==> src/rtl/demux_pkg.sv <==
// Shared types and helpers for the registered 1:N stream demultiplexer.
package demux_pkg;

  // What a channel's data register does once its word has been consumed.
  typedef enum logic {
    IDLE_HOLD = 1'b0,  // keep the last delivered word on the bus
    IDLE_ZERO = 1'b1   // clear the data register to zero
  } idle_mode_e;

  // Select width for n channels, never narrower than one bit.
  function automatic int clog2_min1(input int n);
    return (n < 3) ? 1 : $clog2(n);
  endfunction

  // Saturation value of a w-bit counter (all ones).
  function automatic logic [63:0] cnt_max(input int w);
    return (64'd1 << w) - 64'd1;
  endfunction

endpackage

==> src/rtl/demux_1n_stream_if.sv <==
// Producer-side and consumer-side handshake bundle of the 1:N demultiplexer.
// The slave modport is the demultiplexer; the master modport is the
// producer plus the N consumers as seen from outside.
interface demux_1n_stream_if
  import demux_pkg::*;
#(
  parameter int N_OUT  = 8,
  parameter int DATA_W = 1,
  parameter int SEL_W  = clog2_min1(N_OUT)
);

  logic                      IN_VALID;
  logic                      IN_READY;
  logic [DATA_W-1:0]         IN;
  logic [SEL_W-1:0]          SL;
  logic [N_OUT*DATA_W-1:0]   OUT;
  logic [N_OUT-1:0]          OUT_VALID;
  logic [N_OUT-1:0]          OUT_READY;

  modport slave (
    input  IN_VALID, IN, SL, OUT_READY,
    output IN_READY, OUT, OUT_VALID
  );

  modport master (
    output IN_VALID, IN, SL, OUT_READY,
    input  IN_READY, OUT, OUT_VALID
  );

endinterface

==> src/rtl/demux_chan_reg.sv <==
// One output channel: a single-entry data register with a valid flag.
// A load wins over a consume, so a word can be drained and replaced on the
// same edge and a busy channel streams at full rate.
module demux_chan_reg
  import demux_pkg::*;
#(
  parameter int         DATA_W    = 1,
  parameter idle_mode_e IDLE_MODE = IDLE_ZERO
) (
  input  logic              clk,
  input  logic              rst_n,
  input  logic              load,
  input  logic [DATA_W-1:0] din,
  input  logic              ready,
  output logic              valid,
  output logic [DATA_W-1:0] data
);

  // Load / consume / hold, in that priority.
  // NOTE: state registers use non-blocking assignments so every flop samples
  // pre-edge values; blocking here would create ordering-dependent races.
  always_ff @(posedge clk or negedge rst_n) begin
    // NOTE: the data register is reset as well as the flag, so no word from
    // before a reset can ever reappear on the bus.
    if (!rst_n) begin
      valid <= 1'b0;
      data  <= '0;
    end else if (load) begin
      valid <= 1'b1;
      data  <= din;
    end else if (valid && ready) begin
      valid <= 1'b0;
      if (IDLE_MODE == IDLE_ZERO) begin
        data <= '0;
      end
    end
  end

endmodule

==> src/rtl/demux_1n_stream.sv <==
// Registered 1:N stream demultiplexer. The producer word is steered by SL
// into one of N_OUT independent single-entry channels; selects beyond the
// last channel are accepted, discarded and counted.
module demux_1n_stream
  import demux_pkg::*;
#(
  parameter int N_OUT     = 8,
  parameter int DATA_W    = 1,
  parameter int SEL_W     = clog2_min1(N_OUT),
  parameter int ZERO_IDLE = 1,
  parameter int CNT_W     = 8
) (
  input  logic               CLK,
  input  logic               RST_N,
  demux_1n_stream_if.slave   bus,
  output logic               DROP,
  output logic [CNT_W-1:0]   DROP_CNT
);

  localparam idle_mode_e       IDLE_MODE = (ZERO_IDLE != 0) ? IDLE_ZERO : IDLE_HOLD;
  localparam logic [CNT_W-1:0] CNT_MAX   = CNT_W'(cnt_max(CNT_W));

  logic [SEL_W-1:0]        sel;
  logic [N_OUT-1:0]        sel_hot;
  logic                    ch_free;
  logic                    in_xfer;
  logic                    drop_xfer;
  logic [N_OUT-1:0]        load;
  logic                    chan_valid [N_OUT];
  logic [DATA_W-1:0]       chan_data  [N_OUT];
  logic [N_OUT*DATA_W-1:0] out_flat;
  logic [N_OUT-1:0]        valid_flat;

  assign sel = bus.SL;

  // Decode the select and decide whether the addressed channel can take a
  // word; an out-of-range select matches no channel and is always accepted.
  always_comb begin
    // NOTE: every signal gets a default before the loop so no path leaves it
    // unassigned, which would otherwise infer a latch.
    sel_hot = '0;
    ch_free = 1'b1;
    for (int k = 0; k < N_OUT; k++) begin
      if (int'(sel) == k) begin
        sel_hot[k] = 1'b1;
        ch_free    = !bus.OUT_VALID[k] || bus.OUT_READY[k];
      end
    end
  end

  // Input transfer qualification: one channel load or one drop per cycle.
  always_comb begin
    in_xfer   = bus.IN_VALID && ch_free;
    load      = sel_hot & {N_OUT{in_xfer}};
    drop_xfer = in_xfer && (sel_hot == '0);
  end

  assign bus.IN_READY = ch_free;

  for (genvar k = 0; k < N_OUT; k++) begin : g_chan
    demux_chan_reg #(
      .DATA_W    (DATA_W),
      .IDLE_MODE (IDLE_MODE)
    ) u_chan (
      .clk   (CLK),
      .rst_n (RST_N),
      .load  (load[k]),
      .din   (bus.IN),
      .ready (bus.OUT_READY[k]),
      .valid (chan_valid[k]),
      .data  (chan_data[k])
    );
  end

  // Flatten the per-channel registers onto the output bus.
  always_comb begin
    out_flat   = '0;
    valid_flat = '0;
    for (int k = 0; k < N_OUT; k++) begin
      out_flat[k*DATA_W +: DATA_W] = chan_data[k];
      valid_flat[k]                = chan_valid[k];
    end
  end

  assign bus.OUT       = out_flat;
  assign bus.OUT_VALID = valid_flat;

  // Drop pulse for the cycle after a discarded word, plus a saturating tally.
  always_ff @(posedge CLK or negedge RST_N) begin
    if (!RST_N) begin
      DROP     <= 1'b0;
      DROP_CNT <= '0;
    end else begin
      DROP <= drop_xfer;
      if (drop_xfer && (DROP_CNT != CNT_MAX)) begin
        DROP_CNT <= DROP_CNT + 1'b1;
      end
    end
  end

endmodule

==> src/flat_wrapper.sv <==
// flat-port wrapper written by rule: the top's interface ports become plain ports
module demux_1n_stream_flat import demux_pkg::*;
#(
  parameter int N_OUT     = 8,
  parameter int DATA_W    = 1,
  parameter int SEL_W     = clog2_min1(N_OUT),
  parameter int ZERO_IDLE = 1,
  parameter int CNT_W     = 8
)
  (CLK, RST_N, DROP, DROP_CNT, bus_IN_VALID, bus_IN, bus_SL, bus_OUT_READY, bus_IN_READY, bus_OUT, bus_OUT_VALID);
  demux_1n_stream_if #(.N_OUT(N_OUT), .DATA_W(DATA_W), .SEL_W(SEL_W)) bus_i ();
  input  logic CLK;
  input  logic RST_N;
  output logic DROP;
  output logic [CNT_W-1:0] DROP_CNT;
  input wire logic [$bits(bus_i.IN_VALID)-1:0] bus_IN_VALID;
  input wire logic [$bits(bus_i.IN)-1:0] bus_IN;
  input wire logic [$bits(bus_i.SL)-1:0] bus_SL;
  input wire logic [$bits(bus_i.OUT_READY)-1:0] bus_OUT_READY;
  output wire logic [$bits(bus_i.IN_READY)-1:0] bus_IN_READY;
  output wire logic [$bits(bus_i.OUT)-1:0] bus_OUT;
  output wire logic [$bits(bus_i.OUT_VALID)-1:0] bus_OUT_VALID;
  assign bus_i.IN_VALID = bus_IN_VALID;
  assign bus_i.IN = bus_IN;
  assign bus_i.SL = bus_SL;
  assign bus_i.OUT_READY = bus_OUT_READY;
  assign bus_IN_READY = bus_i.IN_READY;
  assign bus_OUT = bus_i.OUT;
  assign bus_OUT_VALID = bus_i.OUT_VALID;
  demux_1n_stream #(.N_OUT(N_OUT), .DATA_W(DATA_W), .SEL_W(SEL_W), .ZERO_IDLE(ZERO_IDLE), .CNT_W(CNT_W)) u_core (.CLK(CLK), .RST_N(RST_N), .bus(bus_i), .DROP(DROP), .DROP_CNT(DROP_CNT));
endmodule
==> config.mk <==
export PLATFORM = sky130hd
export DESIGN_NAME = demux_1n_stream_flat
export DESIGN_NICKNAME = d
export VERILOG_FILES = /design/src/rtl/demux_pkg.sv /design/src/rtl/demux_1n_stream_if.sv /design/src/rtl/demux_chan_reg.sv /design/src/rtl/demux_1n_stream.sv /design/src/flat_wrapper.sv
export SDC_FILE = /design/constraint.sdc
export NUM_CORES = 1
export LEC_CHECK = 0
export BUFFER_PORTS_ARGS = -buffer_cell sky130_fd_sc_hd__buf_4
export CAP_MARGIN = 20
export CELL_PAD_IN_SITES_DETAIL_PLACEMENT = 1
export CELL_PAD_IN_SITES_GLOBAL_PLACEMENT = 2
export CORE_MARGIN = 2
export CORE_UTILIZATION = 32
export DETAILED_ROUTE_END_ITERATION = 8
export GPL_TIMING_DRIVEN = 0
export PLACE_DENSITY_LB_ADDON = 0.05
export SLEW_MARGIN = 20
export SYNTH_ARGS = -nofsm -noshare
export SYNTH_HDL_FRONTEND = slang
export SYNTH_SLANG_ARGS = --single-unit
==> constraint.sdc <==
create_clock -name CLK -period 3 [get_ports CLK]
set_clock_uncertainty 0.1 [all_clocks]
set_input_delay 0.15 -clock CLK [delete_from_list [all_inputs] [get_ports CLK]]
set_output_delay 0.15 -clock CLK [all_outputs]
set_load 0.005 [all_outputs]
# --- Word-level counts from Yosys, hierarchy flattened ---
# Index checks and enable logic that the tools add are counted.
classes:
  n_mux: 40
  n_mul: 0
  bitwise_logic: 1
  n_reduce_logical: 37
  div: 0
  add_sub_neg: 1
  n_lt_le_gt_ge: 0
  shifts: 0
  eq_ne: 8
op_table:
  columns: ["cell", "n"]
  rows:
  - ["2-to-1 mux 1 bit", 40]
  - ["nonzero test 2 bit", 8]
  - ["== test 3 bit, second input constant", 4]
  - ["logical AND 1 bit", 11]
  - ["adder 8 x 1 -> 8 bit, second input constant", 1]
  - ["AND 8 bit", 1]
  - ["logical NOT 1 bit", 8]
  - ["logical NOT 8 bit", 1]
  - ["logical OR 1 bit", 8]
  - ["inequality test 8 bit, second input constant", 1]
  - ["== test 3 x 2 -> 1 bit, second input constant", 2]
  - ["== test 3 x 1 -> 1 bit, second input constant", 1]
  - ["logical NOT 3 bit", 1]
totals:
  reg_bits: 25
  output_inout_bits: 26
  memories: 0
  mem_bits_rw: 0
  wordCells: 105
  romBits: 0
  latch_bits: 0

# --- Logic depth before layout (Yosys ltp) ---
# Gate-level depths: netlist (run 1).
logic_depth:
  word_depth: 13
  mapped_depth: 5
  mapped_depth_nobuf: 4

# --- By module ---
# A second synthesis (run 1) with hierarchy kept.
hier_totals:
  cells_unflattened: 105
  area_unflattened_um2: 1161.1
by_module_without_submodules:
  columns: ["module", "cells_per_inst", "area_each_um2", "instances"]
  rows:
  - ["demux_chan_reg", 7, 85.1, 8]
  - ["demux_1n_stream", 49, 480.5, 1]

# --- Least setup slack after synthesis (run 1) ---
# No wires, ideal clock.
synth_timing:
  path_kind: "register to output"
  start: "reg u_core.g_chan[1].u_chan.valid"
  end: "out bus_IN_READY"
  arrival_time_ps: 1299
  stages_incl_launch_ff: 5
  path_slack_ps: 1451
  path_cell_list: "dfrtp_1 -> or3b_1 -> a221o_1 -> o221ai_1 -> a32oi_1"
synth_via:
  elab_chain_len: 9
synth_lines:
  columns: ["element", "line", "rtl"]
  rows:
  - ["start: declaration", "demux_chan_reg.sv:15", "output logic valid,"]
  - ["start signal: assignment", "demux_chan_reg.sv:26", "valid <= 1'b0;"]
  - ["start signal: assignment", "demux_chan_reg.sv:29", "valid <= 1'b1;"]
  - ["start signal: assignment", "demux_chan_reg.sv:32", "valid <= 1'b0;"]
  - ["logical NOT 1 bit", "demux_1n_stream.sv:46", "ch_free = !bus.OUT_VALID[k] || bus.OUT_READY[k];"]
  - ["logical OR 1 bit", "demux_1n_stream.sv:46", null]
  - ["2-to-1 mux 1 bit (7 in a row)", "demux_1n_stream.sv:44", "if (int'(sel) == k) begin"]
  - ["end: declaration", "flat_wrapper.sv:20", "output wire logic [$bits(bus_i.IN_READY)-1:0] bus_IN_READY;"]
# No other way between the ends.

# --- Worst setup path after layout (run 1) ---
layout_timing:
  start: "in bus_OUT_READY[1]"
  end: "out bus_IN_READY"
layout_via:
  elab_chain_len: 8
layout_lines:
  columns: ["element", "line", "rtl"]
  rows:
  - ["start: declaration", "flat_wrapper.sv:19", "input wire logic [$bits(bus_i.OUT_READY)-1:0] bus_OUT_READY;"]
  - ["logical OR 1 bit", "demux_1n_stream.sv:46", null]
  - ["2-to-1 mux 1 bit (7 in a row)", "demux_1n_stream.sv:44", null]
# No other way between the ends.

==> summary.txt, run 1 <==
Status - finished clean
RSZ-0062 raised after global routing - false
Fill count - 429
Setup-failing EPs final - 0
DPL Wire Length - 2230 µm
Crit path max fanout - 4
Setup CP Type - in2out
Total wire length - 2860 µm
Synth Warn # - 0
Lkg Pwr - 0.815 nW
N_diodes - 0
Clock latency on the worst-skew pair - 0.26 ns
Final Critical Period - 2.25 ns
Required @ worst endpoint - 2.75 ns
CP Data Arrival Time - 2.00 ns
Worst reg-to-reg setup slack - 1.34 ns
Total core area - 0.00372 mm²
First-pass DRT Iterations - 4
Slew @ Worst Pin - 0.516 ns
DR vias/cell - 4.69
CP max stage delay - 0.54 ns
TritonCTS clock tree - built
Sequential area share after synthesis - 0.495
Cell Area, Synth - 0.00126 mm²
Fin. max-slew vios - 0
FP Rows - 22
Synthesized Nets - 139
Dpl cell area - 0.00162 mm²
Largest net degree at the start of global routing - 26
Max_cap viols - 0
Share of cells above drive strength 1 - 0.408
Crit end category - output pin
Worst min path class - in2reg
Syn Inst Count - 124
Die height - 66.8 µm
Area Growth Syn to Fin - 33.1%
TritonCTS Buffers - 3
Root Driver - clkbuf_8
Max transition margin - 0.656
Initial drt markers - 51
First-pass GRT wire length - 4920 µm
Slowest CP cell - dlygate4sd3_1
Vias in the first global route - 1,087
WHS - 0.0128 ns
Antenna viol nets, final - 0
Distinct cell type count after synthesis - 31
Final Cycle Share - 0.751
DRC Markers - 0
Vias - 1,017
DIE AREA - 0.00447 mm²
Most frequent cell on the critical path - buf_4
Hold Vio Cnt, Final - 0
Total grt overflow - 0
Routed WL per cell - 13.2 µm
Initial core utilization - 0.340
GPL Wtd Cong - 0.734
Initial antenna violation count - 0
Design area - 0.00168 mm²
Finished Core Util - 0.453
Crit path launch type - input port
Setup_tns - 0 ns
Max H-tree Level - 1
Maximum clock insertion buffer count - 2
Max VDD drop - 0.252 mV
Post-Syn Area per Cell - 10.2 µm²
Crit-path cells - dlygate4sd3_1 -> buf_4 -> or3b_1 -> a221o_1 -> o221ai_1 -> a32oi_1 -> buf_4
Ports - 41
Clock transition at path regs - 0.08 ns
Nets@finish - 185
Die X - 66.8 µm
PortBufs - 39
Flops & latches, synth - 25
Pwr per Cell Area - 470 mW/mm²
Gr usage total - 0.145
F_max - 0.444 GHz
Clock Sinks - 25
-- Yosys cell counts --
| cell type | instances | area share |
|---|---|---|
| a21oi_1 | 1 | 0.0040 |
| a221o_1 | 1 | 0.0079 |
| a221oi_2 | 1 | 0.012 |
| a31oi_1 | 1 | 0.0050 |
| a32oi_1 | 5 | 0.035 |
| and2_2 | 1 | 0.0059 |
| buf_4 | 16 | 0.095 |
| buf_6 | 1 | 0.0089 |
| clkbuf_1 | 9 | 0.027 |
| conb_1 | 1 | 0.0030 |
| dfrtp_1 | 25 | 0.50 |
| inv_1 | 7 | 0.021 |
| mux2i_1 | 6 | 0.048 |
| nand2_1 | 6 | 0.018 |
| nand2b_1 | 4 | 0.020 |
| nand3_1 | 1 | 0.0040 |
| nor2_1 | 6 | 0.018 |
| nor2b_1 | 4 | 0.020 |
| nor3_1 | 1 | 0.0040 |
| nor3b_1 | 3 | 0.018 |
| o211ai_1 | 1 | 0.0059 |
| o21ai_0 | 8 | 0.032 |
| o21ai_1 | 1 | 0.0040 |
| o21ai_2 | 1 | 0.0069 |
| o221ai_1 | 3 | 0.021 |
| o22ai_1 | 1 | 0.0050 |
| o31ai_2 | 1 | 0.0099 |
| or2_2 | 5 | 0.025 |
| or2b_1 | 1 | 0.0059 |
| or3b_1 | 1 | 0.0069 |
| or4b_4 | 1 | 0.011 |
-- timing repair --
item,in CTS,in global routing
buffers inserted,0,0
hold buffers,2,0
resized for setup,0,0
endpoints found under the hold margin,26,0
-- stage by stage --
| step | std cells | setup slack (ns) | power, W |
|---|---|---|---|
| 6_report | 217 | 0.747 | 0.000791 |
| 5_1_grt | 217 | 0.649 | 0.000843 |
| 4_1_cts | 217 | 0.722 | 0.000805 |
| 3_5_place_dp | 211 | 1.18 | 0.000603 |
| 3_3_place_gp | 211 | 1.19 | 0.000596 |
| 2_1_floorplan | 124 | 1.45 | 0.000504 |
-- final timing paths --
check	from	endpoint	depth (start not counted)
max in group asynchronous	RST_N	u_core.DROP_CNT[6]	2
hold reg to reg	u_core.DROP_CNT[5]	u_core.DROP_CNT[5]	1
setup reg to reg	u_core.g_chan[1].u_chan.valid	u_core.g_chan[0].u_chan.data	4
setup / recovery	bus_OUT_READY[1]	bus_IN_READY	7
min in group asynchronous	RST_N	u_core.g_chan[2].u_chan.data	2
hold / removal	bus_OUT_READY[0]	u_core.g_chan[0].u_chan.valid	2
-- area by class of cell --
class	instances	area [µm²]	area share
inverters	7	26.3	0.0156
flip-flops and latches	25	626	0.372
well taps	48	60.1	0.0357
repair buffers	41	313	0.186
clock buffers	4	45.0	0.0268
plain buffers	26	165	0.0982
multi-input cells	66	447	0.266
-- state kept, by name, indices dropped and copies added, names as in the netlist --
name	cells
u_core.DROP	1
u_core.DROP_CNT	8
u_core.g_chan.u_chan.data	8
u_core.g_chan.u_chan.valid	8
-- logic make-up (layout without fill, tap and decap cells) --
group / Yosys count / count (layout) / share of synthesized area
compound gates: 25 / 25 / 0.148
buf+inv: 33 / 78 / 0.151
other cells: 1 / 1 / 0.00297
flops: 25 / 25 / 0.495
mux: 6 / 6 / 0.0475
simple gates: 34 / 34 / 0.155
-- routing by layer --
| layer | GRT usage | part of all wire |
|---|---|---|
| met1 | 0.182 | 0.44 |
| met2 | 0.248 | 0.50 |
| met3 | 0.0287 | 0.055 |
| met4 | 0.0459 | 0.0077 |
| met5 | 0 | 0 |
-- report_power, final --
| part | switching [W] | internal (W) |
|---|---|---|
| clock network | 0.000101 | 0.0000947 |
| registers | 0.0000271 | 0.000370 |
| logic | 0.0000733 | 0.000124 |
-- worst max-delay path: cells and delay by family --
| family | cells | cell delay (ns) |
|---|---|---|
| AOI/OAI and AO/OA | 3 | 0.68 |
| and+or+nand+nor | 1 | 0.34 |
| buffers and inverters | 3 | 0.83 |
-- placed cells by master (no fill, tap or decap), types with 2 or more instances in the layout --
cell,instances
buf_4,55
nand2_1,6
clkbuf_8,3
a32oi_1,5
inv_1,7
or2_2,5
nor3b_1,3
nor2b_1,4
dlygate4sd3_1,2
dfrtp_1,25
nand2b_1,4
mux2i_1,6
o21ai_0,8
o221ai_1,3
nor2_1,6
clkbuf_1,10
(Power assumes the default switching activity.)
==> inputs of run 2 (changes only) <==
--- a/config.mk
+++ b/config.mk
@@ -10,7 +10,7 @@
 export CELL_PAD_IN_SITES_DETAIL_PLACEMENT = 1
 export CELL_PAD_IN_SITES_GLOBAL_PLACEMENT = 2
 export CORE_MARGIN = 2
-export CORE_UTILIZATION = 32
+export CORE_UTILIZATION = 27
 export DETAILED_ROUTE_END_ITERATION = 8
 export GPL_TIMING_DRIVEN = 0
 export PLACE_DENSITY_LB_ADDON = 0.05
==> constraint.sdc (replaced) <==
create_clock -name CLK -period 1.9 [get_ports CLK]
set_clock_uncertainty 0.1 [all_clocks]
set_input_delay 0.095 -clock CLK [delete_from_list [all_inputs] [get_ports CLK]]
set_output_delay 0.095 -clock CLK [all_outputs]
set_load 0.005 [all_outputs]
==> run 2 against run 1 <==
The flow now finishes with violations (setup timing). Total power up 62%. Critical path depth shrank 2. Sequential share of layout area shrank 2.1 points. Die area up 17%. Via count increased by 2.5%. Register-to-register slack got worse by 1.2 ns. Critical path type is now reg2out.
==> summary.txt, run 2 (same netlist as run 1, synthesis figures left out) <==
Metal2 WL - 1520 µm (+6.6%)
Maximum clock insertion buffer count - 2 (unchanged)
Total wire length - 3020 µm (+5.7%)
Max H-tree Level - 1 (unchanged)
Most common cell after layout, fill and taps aside - buf_4
Pwr per Cell Area - 719 mW/mm² (+53%)
Design area - 0.00178 mm² (+6.0%)
CP Data Arrival Time - 1.74 ns (-0.26 ns)
Vias - 1,042 (+2.5%)
Violated checks - setup timing
Largest registers - u_core.DROP_CNT (8), u_core.g_chan.u_chan.data (8), u_core.g_chan.u_chan.valid (8)
Setup WS pre-CTS - 0.138 ns (-1.04 ns)
Crit end category - output pin
Power Total - 0.00128 W (+62%)
First-pass DRT Iterations - 2 (-2)
DRC Markers - 0 (unchanged)
Die X - 72.4 µm (+8.3%)
Status - finished with violations
Nets@finish - 194 (+4.9%)
F_max - 0.516 GHz
Slew @ Worst Pin - 0.504 ns (-0.0120 ns)
PortBufs - 39 (unchanged)
First-pass GRT wire length - 5440 µm (+11%)
Final WS setup - -0.0393 ns (-0.787 ns)
Initial core utilization - 0.284 (-0.0557)
Crit path launch type - flop
Vias in the first global route - 1,138 (+4.7%)
Setup_tns - -0.0393 ns (-0.0393 ns)
GPL Wtd Cong - 0.712 (-3.0%)
Clock latency on the worst-skew pair - 0.27 ns (about the same)
Initial drt markers - 13 (-75%)
Crit path max fanout - 2 (-2)
FP Rows - 24 (+9.1%)
N_diodes - 0 (unchanged)
Commonest cells after routing, fill and taps aside - buf_4, dfrtp_1, clkbuf_1, dlygate4sd3_1, o21ai_0
Fin. max-slew vios - 0 (unchanged)
Worst min path class - in2reg
DIE AREA - 0.00524 mm² (+17%)
Root Driver - clkbuf_8
Hold Vio Cnt, Final - 0 (unchanged)
Final Critical Period - 1.94 ns
Routed WL per cell - 13.1 µm (-0.24%)
Largest net degree at the start of global routing - 26 (unchanged)
Area Growth Syn to Fin - 41.0%
Setup CP Type - reg2out
Lkg Pwr - 0.853 nW (+4.7%)
TritonCTS clock tree - built
Setup-failing EPs final - 1 (+1)
Clock transition at path regs - 0.09 ns (about the same)
Max_cap viols - 0 (unchanged)
DR vias/cell - 4.53 (-3.3%)
Die height - 72.4 µm (+8.3%)
Gr usage total - 0.132 (-0.0131)
Antenna viol nets, final - 0 (unchanged)
Initial antenna violation count - 0 (unchanged)
Fill count - 535 (+25%)
Required @ worst endpoint - 1.70 ns (-1.05 ns)
TritonCTS Buffers - 3 (unchanged)
Total grt overflow - 0 (unchanged)
Clock Sinks - 25 (unchanged)
Ports - 41 (unchanged)
Finished Core Util - 0.401 (-0.0516)
Total core area - 0.00444 mm² (+20%)
Dpl cell area - 0.00162 mm² (+0.31%)
Final Cycle Share - 1.02
Uppermost routed layer - met4
Max transition margin - 0.664 (+0.00798)
DPL Wire Length - 2270 µm (+1.7%)
Max VDD drop - 0.381 mV (+51%)
Metal-1 WL - 1380 µm (+9.8%)
Metal3 WL - 109 µm (-30%)
RSZ-0062 raised after global routing - true
Share of cells above drive strength 1 - 0.410 (+0.00183)
[run 2: cell types whose count changed in the layout (fill, tap and decap cells not counted)]
cell	delta
o221ai_1	-1
clkbuf_1	-1
clkinvlp_4	+1
buf_4	+2
dlygate4sd3_1	+7
o221ai_2	+1
[run 2: metrics by stage]
step	hold WS [ns]	std cells
6_report	0.0129	230
3_3_place_gp	-0.0766	215
5_1_grt	0.0204	230
2_1_floorplan	-0.301	124
4_1_cts	0.00241	230
3_5_place_dp	-0.0719	215
[run 2: path summary, 6_finish.rpt]
kind / from / endpoint / slack (ns) / cells past startpoint
max: u_core.g_chan[1].u_chan.valid / bus_IN_READY / -0.04 / 5
min: bus_OUT_READY[5] / u_core.g_chan[5].u_chan.data / 0.01 / 3
max reg2reg: u_core.g_chan[1].u_chan.valid / u_core.g_chan[0].u_chan.data / 0.19 / 5
min reg2reg: u_core.DROP_CNT[0] / u_core.DROP_CNT[0] / 0.36 / 1
max in group asynchronous: RST_N / u_core.DROP_CNT[6] / 1.28 / 2
min in group asynchronous: RST_N / u_core.g_chan[6].u_chan.data / 0.16 / 2
[run 2: worst max-delay path: stages (launching register included)]
cell and delay, ns:
dfrtp_1 0.35, or3b_1 0.35, a221o_1 0.36, o221ai_2 0.18, a32oi_1 0.09, buf_4 0.15
[run 2: what timing repair did]
action,in CTS,in global routing
pin swaps,1,0
buffers inserted,2,0
endpoints found under the setup margin,1,1
hold buffers,9,0
hold endpoints to repair,33,0
resized for setup,1,0
[run 2: power by group]
part	internal, W	switching (W)
Combinational	0.000209	0.000122
Clock	0.000149	0.000176
Sequential	0.000584	0.0000410
[run 2: final cells by class]
| type | count | area [µm²] | area share |
|---|---|---|---|
| Sequential cell | 25 | 626 | 0.351 |
| Timing Repair Buffer | 50 | 398 | 0.223 |
| Clock buffer | 3 | 41.3 | 0.0232 |
| Clock inverter | 1 | 7.51 | 0.00421 |
| Tap cell | 52 | 65.1 | 0.0365 |
| Inverter | 7 | 26.3 | 0.0147 |
| Multi-Input combinational cell | 66 | 453 | 0.254 |
| Buffer | 26 | 165 | 0.0927 |
[run 2: routing by layer]
| layer | track usage | vias up |
|---|---|---|
| met3 | 0.0292 | 2 |
| met4 | 0.0309 | 0 |
| met5 | 0 | - |
| li1 | - | 514 |
| met2 | 0.229 | 21 |
| met1 | 0.166 | 505 |
